**src/rtl/udp_rx_framer.sv**
```systemverilog
// udp_rx_framer
//   Deserializes the UDP bit stream (MSB first) into bytes, captures the
//   8-byte UDP header and checks the 16-bit ones'-complement checksum as the
//   bytes arrive. Each packet ends with a one-cycle done pulse that carries a
//   good/bad verdict and an error code.
//
// Ports
//   i_clk, i_rst_n        clock, asynchronous active-low reset
//   i_frame               high for the duration of one packet
//   i_bit_valid           bit strobe, qualified by i_frame
//   i_bit_data            serial data, MSB of each byte first
//   o_byte/_valid/_last   assembled byte stream, last flag on byte length-1
//   o_src_port, o_dst_port, o_length, o_rx_checksum   captured header fields
//   o_pkt_done            one-cycle end-of-packet pulse
//   o_pkt_ok, o_err       verdict (00 ok, 01 checksum, 10 length, 11 truncated)
module udp_rx_framer #(
  parameter int unsigned MAX_PAYLOAD = 1472
) (
  input  logic        i_clk,
  input  logic        i_rst_n,
  input  logic        i_frame,
  input  logic        i_bit_valid,
  input  logic        i_bit_data,
  output logic [7:0]  o_byte,
  output logic        o_byte_valid,
  output logic        o_byte_last,
  output logic [15:0] o_src_port,
  output logic [15:0] o_dst_port,
  output logic [15:0] o_length,
  output logic [15:0] o_rx_checksum,
  output logic        o_pkt_done,
  output logic        o_pkt_ok,
  output logic [1:0]  o_err
);

  localparam logic [15:0] MAX_LEN = 16'(MAX_PAYLOAD + 32'd8);

  typedef enum logic [1:0] {S_IDLE, S_RECV, S_CHECK, S_DRAIN} state_t;

  state_t      state_q, state_d;
  logic [2:0]  bit_cnt_q, bit_cnt_d;
  logic [6:0]  shift_q, shift_d;
  logic [15:0] byte_idx_q, byte_idx_d;
  logic [15:0] acc_q, acc_d;
  logic [7:0]  hi_q, hi_d;
  logic        len_err_q, len_err_d;
  logic [7:0]  byte_q, byte_d;
  logic        byte_valid_q, byte_valid_d;
  logic        byte_last_q, byte_last_d;
  logic [15:0] src_q, src_d, dst_q, dst_d, len_q, len_d, csum_q, csum_d;
  logic        done_q, done_d;
  logic        ok_q, ok_d;
  logic [1:0]  err_q, err_d;

  logic [7:0]  full_byte;
  logic [15:0] new_len;
  logic        is_last;
  logic [15:0] word;
  logic [16:0] sum17;
  logic [15:0] acc_fold;

  // Byte completed by the bit arriving this cycle (valid only on the 8th bit).
  assign full_byte = {shift_q, i_bit_data};
  // Length field as it stands once byte 5 is added.
  assign new_len   = {len_q[15:8], full_byte};
  // Length is fully known from byte 6 onwards; valid lengths are >= 8.
  assign is_last   = (byte_idx_q >= 16'd6) && (byte_idx_q == len_q - 16'd1);
  // Odd byte closes a big-endian word; a trailing even byte is zero-padded.
  assign word      = byte_idx_q[0] ? {hi_q, full_byte} : {full_byte, 8'h00};
  // End-around carry: the fold can never carry again (max 0xFFFE + 1).
  assign sum17     = {1'b0, acc_q} + {1'b0, word};
  assign acc_fold  = sum17[15:0] + {15'd0, sum17[16]};

  always_comb begin
    state_d      = state_q;
    bit_cnt_d    = bit_cnt_q;
    shift_d      = shift_q;
    byte_idx_d   = byte_idx_q;
    acc_d        = acc_q;
    hi_d         = hi_q;
    len_err_d    = len_err_q;
    byte_d       = byte_q;
    byte_valid_d = 1'b0;
    byte_last_d  = 1'b0;
    src_d        = src_q;
    dst_d        = dst_q;
    len_d        = len_q;
    csum_d       = csum_q;
    done_d       = 1'b0;
    ok_d         = ok_q;
    err_d        = err_q;

    case (state_q)
      S_IDLE: begin
        if (i_frame) begin
          state_d    = S_RECV;
          bit_cnt_d  = 3'd0;
          byte_idx_d = 16'd0;
          acc_d      = 16'd0;
          len_err_d  = 1'b0;
          // A strobe in the frame-start cycle is the packet's first bit.
          if (i_bit_valid) begin
            shift_d   = {6'd0, i_bit_data};
            bit_cnt_d = 3'd1;
          end
        end
      end

      S_RECV: begin
        if (!i_frame) begin
          // Frame ended early; any partial byte is dropped.
          done_d  = 1'b1;
          ok_d    = 1'b0;
          err_d   = 2'b11;
          state_d = S_IDLE;
        end else if (i_bit_valid) begin
          shift_d   = {shift_q[5:0], i_bit_data};
          bit_cnt_d = bit_cnt_q + 3'd1;
          if (bit_cnt_q == 3'd7) begin
            byte_d       = full_byte;
            byte_valid_d = 1'b1;
            byte_idx_d   = byte_idx_q + 16'd1;
            case (byte_idx_q)
              16'd0: src_d[15:8]  = full_byte;
              16'd1: src_d[7:0]   = full_byte;
              16'd2: dst_d[15:8]  = full_byte;
              16'd3: dst_d[7:0]   = full_byte;
              16'd4: len_d[15:8]  = full_byte;
              16'd5: len_d[7:0]   = full_byte;
              16'd6: csum_d[15:8] = full_byte;
              16'd7: csum_d[7:0]  = full_byte;
              default: ;
            endcase
            if (byte_idx_q == 16'd5 && (new_len < 16'd8 || new_len > MAX_LEN)) begin
              len_err_d = 1'b1;
              state_d   = S_DRAIN;
            end else begin
              if (!byte_idx_q[0]) hi_d = full_byte;
              if (byte_idx_q[0] || is_last) acc_d = acc_fold;
              if (is_last) begin
                byte_last_d = 1'b1;
                state_d     = S_CHECK;
              end
            end
          end
        end
      end

      S_CHECK: begin
        done_d = 1'b1;
        // A zero checksum field means the sender did not compute one.
        if (csum_q == 16'h0000 || acc_q == 16'hFFFF) begin
          ok_d  = 1'b1;
          err_d = 2'b00;
        end else begin
          ok_d  = 1'b0;
          err_d = 2'b01;
        end
        state_d = i_frame ? S_DRAIN : S_IDLE;
      end

      S_DRAIN: begin
        if (!i_frame) begin
          // Length errors report only once the frame has actually ended.
          if (len_err_q) begin
            done_d = 1'b1;
            ok_d   = 1'b0;
            err_d  = 2'b10;
          end
          len_err_d = 1'b0;
          state_d   = S_IDLE;
        end
      end

      default: state_d = S_IDLE;
    endcase
  end

  always_ff @(posedge i_clk or negedge i_rst_n) begin
    if (!i_rst_n) begin
      state_q      <= S_IDLE;
      bit_cnt_q    <= 3'd0;
      shift_q      <= 7'd0;
      byte_idx_q   <= 16'd0;
      acc_q        <= 16'd0;
      hi_q         <= 8'd0;
      len_err_q    <= 1'b0;
      byte_q       <= 8'd0;
      byte_valid_q <= 1'b0;
      byte_last_q  <= 1'b0;
      src_q        <= 16'd0;
      dst_q        <= 16'd0;
      len_q        <= 16'd0;
      csum_q       <= 16'd0;
      done_q       <= 1'b0;
      ok_q         <= 1'b0;
      err_q        <= 2'b00;
    end else begin
      state_q      <= state_d;
      bit_cnt_q    <= bit_cnt_d;
      shift_q      <= shift_d;
      byte_idx_q   <= byte_idx_d;
      acc_q        <= acc_d;
      hi_q         <= hi_d;
      len_err_q    <= len_err_d;
      byte_q       <= byte_d;
      byte_valid_q <= byte_valid_d;
      byte_last_q  <= byte_last_d;
      src_q        <= src_d;
      dst_q        <= dst_d;
      len_q        <= len_d;
      csum_q       <= csum_d;
      done_q       <= done_d;
      ok_q         <= ok_d;
      err_q        <= err_d;
    end
  end

  assign o_byte        = byte_q;
  assign o_byte_valid  = byte_valid_q;
  assign o_byte_last   = byte_last_q;
  assign o_src_port    = src_q;
  assign o_dst_port    = dst_q;
  assign o_length      = len_q;
  assign o_rx_checksum = csum_q;
  assign o_pkt_done    = done_q;
  assign o_pkt_ok      = ok_q;
  assign o_err         = err_q;

endmodule

```
**config.mk**
```make
export PLATFORM = sky130hd
export DESIGN_NAME = udp_rx_framer
export DESIGN_NICKNAME = d
export VERILOG_FILES = /design/src/rtl/udp_rx_framer.sv
export SDC_FILE = /design/constraint.sdc
export NUM_CORES = 1
export LEC_CHECK = 0
export ABC_AREA = 1
export CAP_MARGIN = 20
export CORE_ASPECT_RATIO = 1.2
export CORE_MARGIN = 1.5
export CORE_UTILIZATION = 46
export DETAILED_ROUTE_END_ITERATION = 6
export GPL_TIMING_DRIVEN = 0
export HOLD_SLACK_MARGIN = 0.15
export PLACE_DENSITY_LB_ADDON = 0.15
export SLEW_MARGIN = 25
export SYNTH_ARGS = -nofsm -noshare
export SYNTH_HDL_FRONTEND = slang
export SYNTH_SLANG_ARGS = --single-unit
```
**constraint.sdc**
```tcl
create_clock -name i_clk -period 3.7 [get_ports i_clk]
set_clock_uncertainty 0.15 [all_clocks]
set_input_delay 0.555 -clock i_clk [delete_from_list [all_inputs] [get_ports i_clk]]
set_output_delay 0.555 -clock i_clk [all_outputs]
set_load 0.005 [all_outputs]
```
Yosys cells after proc, flatten, opt, wreduce, memory -nomap -nowiden
Index checks and enable logic that the tools add are counted.
{"block": "word_totals", "ff_bits": 131, "in_bits": 5, "output_inout_bits": 78}
{"block": "classes", "addsub": 5, "magnitude_cmp": 3, "eq_ne": 27, "n_mux": 61, "bitwise_logic": 2, "n_reduce_logical": 28}
{"cell": "$mux 16", "n": 10}
{"cell": "$eq 16x3->1 const B", "n": 4}
{"cell": "$pmux 16 s2", "n": 2}
{"cell": "$reduce_and 5->1", "n": 11}
{"cell": "$eq 16x2->1 const B", "n": 2}
{"cell": "$logic_not 16->1", "n": 2}
{"cell": "$mux 7", "n": 4}
{"cell": "$mux 1", "n": 24}
{"cell": "$mux 2", "n": 11}
{"cell": "$ne 2x2->1 const B", "n": 11}
{"cell": "$add 16x16->17", "n": 1}
{"cell": "$add 16x1->16", "n": 1}
{"cell": "$add 16x1->16 const B", "n": 1}
{"cell": "$eq 16x1->1 const B", "n": 1}
{"cell": "$eq 16x16->1", "n": 1}
{"cell": "$eq 16x16->1 const B", "n": 1}
{"cell": "$ge 16x3->1 const B", "n": 1}
{"cell": "$gt 16x11->1 const B", "n": 1}
{"cell": "$lt 16x4->1 const B", "n": 1}
{"cell": "$sub 16x1->16 const B", "n": 1}
{"cell": "$pmux 7 s2", "n": 1}
{"cell": "$reduce_and 7->1", "n": 2}
{"cell": "$reduce_and 4->1", "n": 3}
{"cell": "$mux 3", "n": 3}
{"cell": "17 further kinds", "n": 26}

Depth between registers and ports, before layout
Gate-level depths: netlist of the first run.
{"block": "logic_depth", "ltp_word": 10, "ltp_mapped": 29, "depth_no_buf": 27}

Least setup slack after synthesis of the first run
No wires, ideal clock.
{"block": "synth_path", "kind": "register to register", "startpoint": "reg byte_idx_q[0]", "endpoint": "reg acc_q[15]", "setup_ns": 0.117, "arrival_time_ns": 3.622, "setup_slack_ns": -0.190, "path_stages_with_launch": 29, "n_path_buf": 2, "period_less_slack_ns": 3.890, "cell_sequence": "dfrtp_1 clkbuf_1 buf_1 nand2_1 inv_1 ha_1 inv_1 fa_1 inv_1 nand3_1 nand2_1 nand2_1 nand2_1 nand3_1 nand2_1 a21oi_1 o21bai_1 ha_1 nand2_1 nor2_2 nand3_1 nor2_1 nand2_1 nor2_1 nand4_1 nor2_1 nand4_1 nand3_1 nand2_1"}
{"block": "synth_via", "elab_chain_cells": 9, "word_cells_on_any_way": 18}
{"element": "start, declared", "line": "43", "rtl": "logic [15:0] byte_idx_q, byte_idx_d;"}
{"element": "start signal, assigned", "line": "202", "rtl": "byte_idx_q <= byte_idx_d;"}
{"element": "$mux 16", "line": "69", "rtl": "assign word = byte_idx_q[0] ? {hi_q, full_byte} : {full_byte, 8'h00};"}
{"element": "$add 16x16->17", "line": "71", "rtl": "assign sum17 = {1'b0, acc_q} + {1'b0, word};"}
{"element": "$add 16x1->16", "line": "72", "rtl": "assign acc_fold = sum17[15:0] + {15'd0, sum17[16]};"}
{"element": "$mux 16", "line": "139", "rtl": "if (byte_idx_q[0] || is_last) acc_d = acc_fold;"}
{"element": "$mux 16", "line": "134", "rtl": "if (byte_idx_q == 16'd5 && (new_len < 16'd8 || new_len > MAX_LEN)) begin"}
{"element": "$mux 16", "line": "119", "rtl": "if (bit_cnt_q == 3'd7) begin"}
{"element": "$mux 16", "line": "116", "rtl": "end else if (i_bit_valid) begin"}
{"element": "$mux 16", "line": "110", "rtl": "if (!i_frame) begin"}
{"element": "$pmux 16 s2", "line": "93", "rtl": "case (state_q)"}
{"element": "end signal, assigned", "line": "185", "rtl": "acc_q <= 16'd0;"}
{"element": "end signal, assigned", "line": "203", "rtl": "acc_q <= acc_d;"}
{"element": "end, declared", "line": "44", "rtl": "logic [15:0] acc_q, acc_d;"}
Parallel ways exist; a longest one is shown, timed or not. The select of a mux whose other input is x is not followed.
A chain may end at the register's enable or synchronous reset.

Worst setup path after layout of the first run
Same ends and word-level chain as after synthesis.

==> impl_results.md, run 1 <==
- Total CTS buffers: 17
- Worst-Margin Slew: 0.600 ns
- Psw: 1.64 mW
- FF/Latch Area: 0.00328 mm2
- First-pass GRT wire length: 37800 um
- Clock power frac: 34.9%
- Die width: 122 um
- Cell Rows: 52
- Seq pwr share: 36.8%
- CP required: 3.87 ns
- Critical Path Fanout Max: 5
- Crit Path Category: flop to flop
- Final Instance Area: 0.00998 mm2
- Synth Cell Area: 0.00783 mm2
- Iteration-0 DRC count of the detailed router: 477
- Max_slew headroom: 60.0%
- Comb power frac: 28.3%
- RSZ-0062 raised after global routing: yes
- Post-DP HPWL: 17200 um
- Crit. End Element: flop
- Residual DRC: 0
- Layout cells sized above 1: 12.9%
- Vias in the first global route: 7437
- Ports: 83
- Global route overflow: 0
- PwrDens: 457 mW/mm2
- Hold depth: 2
- H-tree levels: 4
- Pins Over Slew Limit: 0
- Via density: 5.28
- Antenna viol nets, final: 0
- Max Fclk: 0.275 GHz
- Worst hold path class: flop to flop
- Synth Register Bits: 131
- DP Cell Count: 1390
- Vert. Die Dim: 146 um
- Final min period: 3.64 ns
- Syn nets: 1122
- Clock Path Buffers: 2
- Post-synth ARST share: 100%
- Number of clock sinks: 131
- Finished Core Util: 59.5%
- Avg Synthesized Cell Area: 7.18 um2
- Status: completed
- Cells after Synth: 1091
- Reg2reg path depth: 27
- Final wirelength: 23200 um
- Setup TNS: 0 ns
- Final Hold Viols: 0
- # setup viols final: 0
- Leakage: 4.88 nW
- Most frequent cells in the layout: nand2_1, dfrtp_1, inv_1
- WHS: 0.329 ns
- Register area share after synthesis: 41.9%
- Clock-pin slew on the worst setup and hold paths: 0.06 ns
- Full die area: 0.0178 mm2
- YS warnings: 0
- Largest net degree at the start of global routing: 69
- Worst EP arrival: 3.80 ns
- Multi-input gate area: 0.00413 mm2
- Total track usage: 27.3%
- GPL Wtd Cong: 0.972
- Post-synth EDFFs: 0
- Vias: 7647
- Diode count: 0
- Internal power: 2.92 mW
- Routed length per instance: 16.0 um
- Tot Pwr: 4.56 mW
- Area grow syn2layout: 27.5%
- Finished Layout Cells: 1448
- Setup slack at placement: -1.45 ns
- Fillers: 1570
- CTS tree: built
- Crit path top cell by count: nand2_2
- CTS Root Cell: clkbuf_16
- Initial cell density of the core: 46.6%
- Initial antenna violation count: 0
- Period utilisation layout: 98.3%
- Drt pass-1 iters: 5
- Max-cap violations: 0
- VDD IR max: 0.335 mV
- Distinct cells, synth: 46
- Worst path slowest cell: dfrtp_2
- Dpl cell area: 0.00896 mm2
- Commonest non-fill, non-tap cell in the layout: nand2_1
- Nets: 1250
- Final worst slack: 0.0623 ns
- Core area: 0.0168 mm2
- Port bufs: 82
- Crit path launch type: flop
- Ys flop type: dfrtp_1
- Clock latency on the worst-skew pair: 0.42 ns
- Delay of the slowest critical-path stage: 0.44 ns
- Switch share: 36.0%
==> routing by layer <==
layer	GRT usage, %	vias to the layer above	wire [um]
met1	34.2	3611	9770
li1	-	3816	-
met4	12.2	0	856
met2	46.1	168	11800
met5	0	-	0
met3	4.39	52	791
==> timing repair <==
| action | 4_1_cts | 5_1_grt |
|---|---|---|
| setup buffers | 25 | 9 |
| setup endpoints to repair | 15 | 11 |
| resized for setup | 52 | 15 |
| endpoints found under the hold margin | 67 | 0 |
| hold buffers | 1 | 0 |
| pin swaps | 22 | 27 |
==> cell usage after synthesis (3+ instances only) <==
cell / instances / area (um2)
clkbuf_1: 22 / 82.6
nor2_1: 94 / 353
a21oi_1: 28 / 140
nor4_1: 6 / 37.5
xor2_1: 11 / 96.3
o21a_1: 8 / 60.1
nor3_2: 3 / 30.0
inv_1: 122 / 458
o21ai_0: 102 / 510
mux2_2: 3 / 33.8
nand3b_1: 3 / 22.5
and3_1: 4 / 25.0
nor2_2: 7 / 43.8
nor3_1: 22 / 110
nand2_1: 342 / 1280
buf_2: 6 / 30.0
nand3_1: 80 / 400
ha_1: 25 / 313
inv_2: 6 / 22.5
nor2_4: 3 / 33.8
dfrtp_1: 131 / 3280
o22ai_1: 6 / 37.5
nand4_1: 25 / 156
a31oi_1: 5 / 31.3
==> path summary, 6_finish.rpt <==
check / startpoint / end / slack (ns)
worst max-delay path: byte_idx_q[0]$_DFFE_PN0P_ / acc_q[15]$_DFFE_PN0P_ / 0.06
worst min-delay path: o_err[1]$_DFFE_PN0P_ / o_err[1]$_DFFE_PN0P_ / 0.33
worst max register to register: byte_idx_q[0]$_DFFE_PN0P_ / acc_q[15]$_DFFE_PN0P_ / 0.06
worst min register to register: o_err[1]$_DFFE_PN0P_ / o_err[1]$_DFFE_PN0P_ / 0.33
max in group asynchronous: i_rst_n / o_src_port[1]$_DFFE_PN0P_ / 2.18
min in group asynchronous: i_rst_n / byte_idx_q[12]$_DFFE_PN0P_ / 0.53
==> state kept, by name, indices dropped and copies added (netlist names), 2 cells and up <==
register / cells
acc_q: 16
byte_idx_q: 16
o_dst_port: 16
o_length: 16
o_rx_checksum: 16
o_src_port: 16
hi_q: 8
o_byte: 8
shift_q: 7
bit_cnt_q: 3
o_err: 2
state_q: 2
==> worst max-delay path: cells and delay by family (launching register included) <==
family / cells / cell delay (ns)
buffers and inverters: 4 / 0.31
AOI/OAI and AO/OA: 2 / 0.27
and+or+nand+nor: 18 / 1.61
DFF: 1 / 0.44
adders and majority gates: 3 / 0.76
==> power groups by stage <==
stage / logic [mW] / registers [mW] / clock network (mW)
final: 1.29 / 1.68 / 1.59
after floorplan: 0.771 / 1.65 / 0
after CTS: 1.24 / 1.67 / 1.62
after global placement: 1.12 / 1.69 / 0
after detailed placement: 1.13 / 1.69 / 0
after global routing: 1.45 / 1.69 / 1.68
==> final cells by class <==
cell class | instances | area share [%]
Sequential cell | 131 | 32.8
Multi-Input combinational cell | 800 | 41.3
Tap cell | 216 | 2.71
Clock buffer | 20 | 4.67
Inverter | 129 | 5.11
Timing Repair Buffer | 118 | 11.2
Buffer | 22 | 1.14
Clock inverter | 12 | 0.990
==> kinds of logic (layout without fill, tap and decap cells) <==
family,after synthesis,after routing,synth area share (%)
AOI/OAI and AO/OA,160,160,11.0
adders and majority gates,26,26,4.25
muxes,3,3,0.431
DFF,131,131,41.9
and+or+nand+nor,600,600,33.3
buffers and inverters,160,301,7.93
xor gates and xnor gates,11,11,1.23
No activity file was read; power rests on OpenSTA's default activity.
==> inputs of run 2 (changes only) <==
==> constraint.sdc (replaced) <==
create_clock -name i_clk -period 3.7 [get_ports i_clk]
set_clock_uncertainty 0.15 [all_clocks]
set_input_delay 0.74 -clock i_clk [delete_from_list [all_inputs] [get_ports i_clk]]
set_output_delay 0.74 -clock i_clk [all_outputs]
set_load 0.005 [all_outputs]
==> impl_results.md, run 2 (synthesis results as in run 1) <==
- GPL Wtd Cong: 0.972
- Hold depth: 2
- Nets: 1253
- Clock Path Buffers: 2
- Crit path launch type: flop
- Fillers: 1570
- Global route overflow: 0
- VDD IR max: 0.337 mV
- Most frequent cells in the layout: nand2_1, dfrtp_1, inv_1
- Period utilisation layout: 97.8%
- Core area: 0.0168 mm2
- Status: completed
- Reg2reg path depth: 27
- Vert. Die Dim: 146 um
- Worst hold path class: flop to flop
- Port bufs: 82
- Vias: 7616
- Tot Pwr: 4.58 mW
- Total track usage: 27.3%
- Leakage: 4.89 nW
- First-pass GRT wire length: 37800 um
- Worst EP arrival: 3.78 ns
- Max Fclk: 0.276 GHz
- Number of clock sinks: 131
- Final min period: 3.62 ns
- Layout cells sized above 1: 13.3%
- Cell Rows: 52
- Routed length per instance: 16.0 um
- Multi-input gate area: 0.00414 mm2
- H-tree levels: 4
- Crit Path Category: flop to flop
- Max_slew headroom: 59.2%
- Iteration-0 DRC count of the detailed router: 482
- Residual DRC: 0
- Total CTS buffers: 17
- Die width: 122 um
- Largest net degree at the start of global routing: 69
- Dpl cell area: 0.00896 mm2
- Worst-Margin Slew: 0.611 ns
- Via density: 5.25
- Area grow syn2layout: 27.9%
- CP required: 3.87 ns
- CTS tree: built
- RSZ-0062 raised after global routing: yes
- Diode count: 0
- Max-cap violations: 0
- Hold endpoint: o_err[1]$_DFFE_PN0P_
- Setup TNS: 0 ns
- Clock latency on the worst-skew pair: 0.42 ns
- Post-DP HPWL: 17200 um
- Pins Over Slew Limit: 0
- Worst Hold Launch: o_err[1]$_DFFE_PN0P_
- Full die area: 0.0178 mm2
- Crit. End Element: flop
- Antenna viol nets, final: 0
- Initial cell density of the core: 46.6%
- Worst reg2reg setup slack: 0.08 ns
- Commonest non-fill, non-tap cell in the layout: nand2_1
- Initial antenna violation count: 0
- Drt pass-1 iters: 5
- Vias in the first global route: 7458
- Final Hold Viols: 0
- Ports: 83
- FF/Latch Area: 0.00328 mm2
- Clock-pin slew on the worst setup and hold paths: 0.06 ns
- PwrDens: 457 mW/mm2
- Worst r2r src: byte_idx_q[0]$_DFFE_PN0P_
- Reg2Reg Capture Point: acc_q[15]$_DFFE_PN0P_
- Final Instance Area: 0.0100 mm2
- Finished Core Util: 59.6%
- # setup viols final: 0
- CTS Root Cell: clkbuf_16
- Critical Path Fanout Max: 5
- Final wirelength: 23200 um
- WHS: 0.330 ns
[run 2: per-stage QoR]
step,instances,setup slack (ns)
2_1_floorplan,1091,0.00412
3_3_place_gp,1389,-3.74
3_5_place_dp,1390,-1.64
4_1_cts,1441,-0.00456
5_1_grt,1451,-0.127
6_report,1451,0.0807
[run 2: power breakdown]
group	internal [mW]	switching (mW)
Combinational	0.461	0.842
Sequential	1.55	0.132
Clock	0.920	0.677
[run 2: metal layers]
layer / wire (um) / track usage, % / vias up
met3: 776 / 4.15 / 54
met2: 11700 / 46.0 / 171
met5: 0 / 0 / -
met4: 888 / 12.6 / 0
met1: 9800 / 34.2 / 3580
li1: - / - / 3811
[run 2: worst max-delay path, stage by stage, from the launching register on]
cell      delay [ns]
dfrtp_2         0.44
buf_8           0.13
nand2_4         0.05
inv_4           0.06
ha_4            0.12
inv_2           0.04
fa_2            0.38
inv_2           0.07
nand3_2         0.07
nand2_2         0.09
nand2_2         0.06
nand2_2         0.09
nand3_2         0.08
nand2_2         0.08
a21oi_2         0.05
o21bai_2        0.21
ha_2            0.26
nand2_2         0.07
nor2_4          0.12
nand3_2         0.08
nor2_2          0.10
nand2_2         0.07
nor2_2          0.10
nand4_1         0.13
nor2_2          0.18
nand4_1         0.10
nand3_1         0.09
nand2_1         0.05
[run 2: worst max path at each step]
stage	from	to	slack, ns	cells past startpoint
2_1_floorplan	byte_idx_q[0]$_DFFE_PN0P_	acc_q[15]$_DFFE_PN0P_	0.004	28
6_report	byte_idx_q[0]$_DFFE_PN0P_	acc_q[15]$_DFFE_PN0P_	0.08	27
3_3_place_gp	i_rst_n	o_src_port[7]$_DFFE_PN0P_	-3.74	1
3_5_place_dp	i_bit_data	acc_q[15]$_DFFE_PN0P_	-1.64	23
5_1_grt	byte_idx_q[0]$_DFFE_PN0P_	acc_q[15]$_DFFE_PN0P_	-0.13	27
4_1_cts	byte_idx_q[0]$_DFFE_PN0P_	acc_q[15]$_DFFE_PN0P_	-0.005	28
[run 2: cell type report]
| type | count | share of cell area (%) |
|---|---|---|
| plain buffers | 22 | 1.14 |
| inverters | 129 | 5.10 |
| well taps | 216 | 2.70 |
| flip-flops and latches | 131 | 32.8 |
| repair buffers | 121 | 11.3 |
| clock inverters | 12 | 0.987 |
| multi-input cells | 800 | 41.3 |
| clock buffers | 20 | 4.66 |
[run 2: what timing repair did]
action / CTS / global route
setup buffers: 26 / 11
resized for setup: 57 / 16
pin swaps: 23 / 25
hold endpoints to repair: 19 / 0
setup endpoints to repair: 15 / 9
hold buffers: 1 / 0
==> inputs of run 3 (changes only) <==
--- a/config.mk
+++ b/config.mk
@@ -10,6 +10,7 @@
 export CORE_ASPECT_RATIO = 1.2
 export CORE_MARGIN = 1.5
 export CORE_UTILIZATION = 46
+export CTS_CLUSTER_SIZE = 24
 export DETAILED_ROUTE_END_ITERATION = 6
 export GPL_TIMING_DRIVEN = 0
 export HOLD_SLACK_MARGIN = 0.15
==> results of run 3 <==
Final layout, timing and power as in run 2 (identical DEF).
